File: config.mk
export PLATFORM = sky130hd
export DESIGN_NAME = spm_seq_ctrl
export DESIGN_NICKNAME = d
export VERILOG_FILES = /design/src/rtl/spm_seq_ctrl.sv
export SDC_FILE = /design/constraint.sdc
export NUM_CORES = 1
export LEC_CHECK = 0
export BUFFER_PORTS_ARGS = -buffer_cell sky130_fd_sc_hd__buf_4
export CORE_UTILIZATION = 54
export DETAILED_ROUTE_END_ITERATION = 10
export GPL_TIMING_DRIVEN = 0
export PLACE_DENSITY = 0.74
export RECOVER_POWER = 25
export SLEW_MARGIN = 20
export SYNTH_ARGS = -nofsm -noshare
export SYNTH_HDL_FRONTEND = slang
export SYNTH_SLANG_ARGS = --single-unit
File: constraint.sdc
create_clock -name clk -period 1.57 [get_ports clk]
set_clock_uncertainty 0.05 [all_clocks]
set_input_delay 0.2355 -clock clk [delete_from_list [all_inputs] [get_ports clk]]
set_output_delay 0.2355 -clock clk [all_outputs]
set_load 0.02 [all_outputs]
File: src/rtl/spm_seq_ctrl.sv
// spm_seq_ctrl: handshake sequencer around a serial-parallel signed multiplier CSA chain
module spm_seq_ctrl #(
    parameter int WIDTH = 8
) (
    input  logic               clk,
    input  logic               rst,
    input  logic               in_valid,
    output logic               in_ready,
    input  logic [WIDTH-1:0]   x,
    input  logic [WIDTH-1:0]   y,
    output logic               out_valid,
    input  logic               out_ready,
    output logic [2*WIDTH-1:0] p,
    output logic               busy
);
    localparam int PW = 2 * WIDTH;
    localparam int CW = $clog2(PW);

    typedef enum logic [1:0] {IDLE, RUN, DONE} state_t;

    state_t           state;
    logic [WIDTH-1:0] x_q, y_sh, s, c;
    logic [WIDTH-1:0] pp, addend, s_in, sum_v, car_v;
    logic [PW-1:0]    p_sh, p_next;
    logic [CW-1:0]    cnt;
    logic             seen, ybit, nbit;

    // CSA chain: cells 0..W-2 add their partial product to the neighbour's sum;
    // the top cell adds the serially negated MSB partial product (weight -2^(W-1))
    always_comb begin
        ybit   = y_sh[0];
        pp     = x_q & {WIDTH{ybit}};
        nbit   = pp[WIDTH-1] ^ seen;
        addend = {nbit, pp[WIDTH-2:0]};
        s_in   = {1'b0, s[WIDTH-1:1]};
        sum_v  = addend ^ s_in ^ c;
        car_v  = (addend & s_in) | (addend & c) | (s_in & c);
        p_next = {sum_v[0], p_sh[PW-1:1]};
    end

    // sequencer FSM with registered handshake outputs and the chain's state flops
    always_ff @(posedge clk) begin
        if (rst) begin
            state     <= IDLE;
            in_ready  <= 1'b1;
            out_valid <= 1'b0;
            busy      <= 1'b0;
            p         <= '0;
            x_q       <= '0;
            y_sh      <= '0;
            s         <= '0;
            c         <= '0;
            seen      <= 1'b0;
            p_sh      <= '0;
            cnt       <= '0;
        end else begin
            case (state)
                IDLE: if (in_valid) begin
                    x_q      <= x;
                    y_sh     <= y;
                    s        <= '0;
                    c        <= '0;
                    seen     <= 1'b0;
                    p_sh     <= '0;
                    cnt      <= '0;
                    state    <= RUN;
                    in_ready <= 1'b0;
                    busy     <= 1'b1;
                end
                RUN: begin
                    s    <= sum_v;
                    c    <= car_v;
                    seen <= seen | pp[WIDTH-1];
                    y_sh <= {y_sh[WIDTH-1], y_sh[WIDTH-1:1]};
                    p_sh <= p_next;
                    cnt  <= cnt + 1'b1;
                    if (cnt == CW'(PW - 1)) begin
                        p         <= p_next;
                        state     <= DONE;
                        busy      <= 1'b0;
                        out_valid <= 1'b1;
                    end
                end
                DONE: if (out_ready) begin
                    state     <= IDLE;
                    out_valid <= 1'b0;
                    in_ready  <= 1'b1;
                end
                default: state <= IDLE;
            endcase
        end
    end
endmodule
==> summary.json <==
{
  "tritoncts_clock_tree": "built",
  "finalSetupViolations": 0,
  "core_box_area_um2": 6060,
  "first_pass_grt_wire_length_mm": 12.0,
  "pin_count_of_the_biggest_net_entering_global_routing": 11,
  "die_w_um": 82.2,
  "firstDrtPassIters": 4,
  "worst_ep_arrival_time_ns": 1.61,
  "rsz0062_at_grt": "false",
  "power.share.sequential": 0.542,
  "core.rowCount": 28,
  "yosys_register_bits": 72,
  "gr-total-overflow": 0,
  "timing_hold_violations_final": 0,
  "finalCritPeriodShare": 0.934,
  "p_int_w": 0.00263,
  "worstReg2RegStart": "state[0]",
  "mappedNetlistNets": 411,
  "fill_cells": 536,
  "design.die.area_um2": 6760,
  "postCtsHoldBufs": 0,
  "critPathKind": "reg -> reg",
  "least_margin_pin_slew_ns": 0.796,
  "clock_tree.buffer_depth": 2,
  "power.switching_w": 0.000864,
  "vdd_drop_max_mv": 0.531,
  "worstSetupEndpointType": "flip-flop",
  "synth_area_per_cell_um2": 9.12,
  "drc_errors": 0,
  "cts_made_buffers": 9,
  "timing.slew.headroom": 0.469,
  "synth.yosys.seq_area_share": 0.415,
  "number_of_global_route_vias_before_repair": 2479,
  "htree_levels": 3,
  "critPathLaunch": "state[0]",
  "synth_cell_type_count": 35,
  "worstSkewPairLatency_ns": 0.34,
  "p_clk_frac": 0.359,
  "crit_required_ns": 1.72,
  "fin_area_um2": 3960,
  "maxCapViolCount": 0,
  "drive_above_1_share": 0.278,
  "power-per-cell-area_nw_per_um2": 884,
  "power.leakage_nw": 1.30,
  "grt.total_usage": 0.241,
  "grt_antenna_before_repair": 0,
  "cts.sinks": 72,
  "min-delay-start": "y[7]",
  "min-delay-path-class": "in -> reg",
  "routed_via_density": 5.33,
  "hpwlAfterDp_mm": 5.05,
  "detail-route-antenna-nets": 0,
  "clk_root_buffer_cell": "sky130_fd_sc_hd__clkbuf_8",
  "worst_setup_path_start_kind": "flip-flop",
  "synth_enable_flop_cells": 0,
  "flow.area_growth_from_synthesis_pct": 13.8,
  "min_period_ns": 1.47,
  "synth.cell_area_um2": 3480,
  "placement.io_buffers": 38,
  "outcome": "completed",
  "placement.cell_area_um2": 3850,
  "antenna_cells_inserted": 0,
  "timing_max_transition_violations_final": 0,
  "synth_top_flop_cell": "sky130_fd_sc_hd__dfxtp_1",
  "gp_routability_congestion": 0.751,
  "chipHeight_um": 82.2,
  "floorplan.io_pins": 39,
  "nets": 460,
  "dr_total_vias": 2701,
  "share_comb_of_total_power": 0.099,
  "routed_wl_mm": 7.18,
  "drt-wirelength-per-cell_um": 14.2,
  "setup_total_negative_slack_ns": 0,
  "synth_cells": 381,
  "switching_share": 0.247,
  "initialDrtViolationCount": 117,
  "synth.yosys.warnings": 0,
  "crit_fanout": 10,
  "initial_utilization": 0.573,
  "cts.reportedPaths.clkPinSlew_ns": 0.07,
  "fmaxAchievable_ghz": 0.682,
  "asyncSetResetFlopFracSynth": 0
}
logic make-up after synthesis:
group | Yosys count | share of synthesized area
AO/OA/AOI/OAI | 92 | 0.179
adder cells (fa/ha/maj) | 10 | 0.0511
buffers and inverters | 47 | 0.0785
flip-flops | 72 | 0.415
multiplexers | 1 | 0.00324
AND/OR/NAND/NOR | 159 | 0.273
path summary, 6_finish.rpt:
check,to,slack (ns),depth (start not counted)
max,c[1],0.10,6
min,y_sh[7],0.09,3
max reg2reg,c[1],0.10,6
min reg2reg,y_sh[7],0.41,2
power groups by stage:
stage / registers (W) / logic [W] / clock network (W)
after floorplan: 0.00193 / 0.000238 / 0
after global placement: 0.00193 / 0.000353 / 0
after detailed placement: 0.00193 / 0.000357 / 0
after CTS: 0.00189 / 0.000351 / 0.00128
after global routing: 0.00190 / 0.000382 / 0.00137
final: 0.00190 / 0.000347 / 0.00125
layout by cell type, fill, tap and decap left out, types with 15 or more instances in the layout:
master | Yosys | layout
sky130_fd_sc_hd__buf_4 | 8 | 28
sky130_fd_sc_hd__nand2_1 | 60 | 60
sky130_fd_sc_hd__clkbuf_1 | 10 | 28
sky130_fd_sc_hd__nand3_2 | 29 | 29
sky130_fd_sc_hd__dfxtp_1 | 72 | 71
sky130_fd_sc_hd__nand2b_1 | 31 | 31
sky130_fd_sc_hd__nor2b_1 | 16 | 16
sky130_fd_sc_hd__a21oi_1 | 18 | 18
sky130_fd_sc_hd__o21ai_0 | 25 | 25
sky130_fd_sc_hd__inv_1 | 15 | 15
sky130_fd_sc_hd__a21oi_2 | 30 | 30
per-stage QoR:
| step | hold slack (ns) | worst slack (ns) | util | total power (W) | instances |
|---|---|---|---|---|---|
| 5_1_grt | 0.0723 | 0.0330 | 0.653 | 0.00365 | 507 |
| 3_3_place_gp | 0.391 | -0.0847 | 0.636 | 0.00228 | 494 |
| 2_1_floorplan | 0.321 | 0.153 | - | 0.00217 | 381 |
| 4_1_cts | 0.0824 | 0.0262 | 0.664 | 0.00353 | 507 |
| 6_report | 0.0913 | 0.104 | 0.653 | 0.00350 | 507 |
| 3_5_place_dp | 0.398 | -0.0929 | 0.636 | 0.00229 | 494 |
synthesized netlist by cell type (all sizes together) (9+ instances only):
master	count	area [µm²]
dfxtp	72	1440
a21oi	48	353
nor2	9	33.8
nor2b	16	100
nand3	34	315
clkbuf	10	37.5
o21ai	33	169
nand2b	31	194
inv	15	56.3
nand2	60	225
buf	22	179
what timing repair did:
action	4_1_cts	5_1_grt
buffers inserted	1	0
endpoints found under the setup margin	23	14
gates resized for setup	1	4
pin swaps	1	0
per-layer routing:
| layer | global-route usage | vias up | share of wire |
|---|---|---|---|
| li1 | - | 1357 | - |
| met2 | 0.380 | 55 | 0.45 |
| met3 | 0.0659 | 12 | 0.040 |
| met4 | 0.0842 | 0 | 0.017 |
| met1 | 0.316 | 1277 | 0.49 |
| met5 | 0 | - | 0 |
layout make-up:
type                    count  area, µm²  area share
plain buffers              31        216      0.0547
clock buffers              12        155      0.0392
clock inverters             1       5.00     0.00127
inverters                  15       56.3      0.0142
multi-input cells         262       1760       0.446
flip-flops and latches     72       1440       0.365
well taps                  75       93.8      0.0237
repair buffers             39        221      0.0560
critical path: stages (launching register included):
cell,delay [ns]
sky130_fd_sc_hd__dfxtp_1,0.30
sky130_fd_sc_hd__buf_6,0.13
sky130_fd_sc_hd__or3b_1,0.39
sky130_fd_sc_hd__buf_6,0.15
sky130_fd_sc_hd__buf_6,0.15
sky130_fd_sc_hd__nand3_2,0.09
sky130_fd_sc_hd__a21oi_2,0.06
sequential cells by signal, indices dropped and copies added (netlist names):
| name | count |
|---|---|
| p_sh | 14 |
| busy | 1 |
| x_q | 8 |
| y_sh | 8 |
| out_valid | 1 |
| seen | 1 |
| s | 8 |
| cnt | 4 |
| c | 8 |
| p | 16 |
| in_ready | 1 |
| state | 2 |
Note: power is estimated with default switching activity, not from simulation.
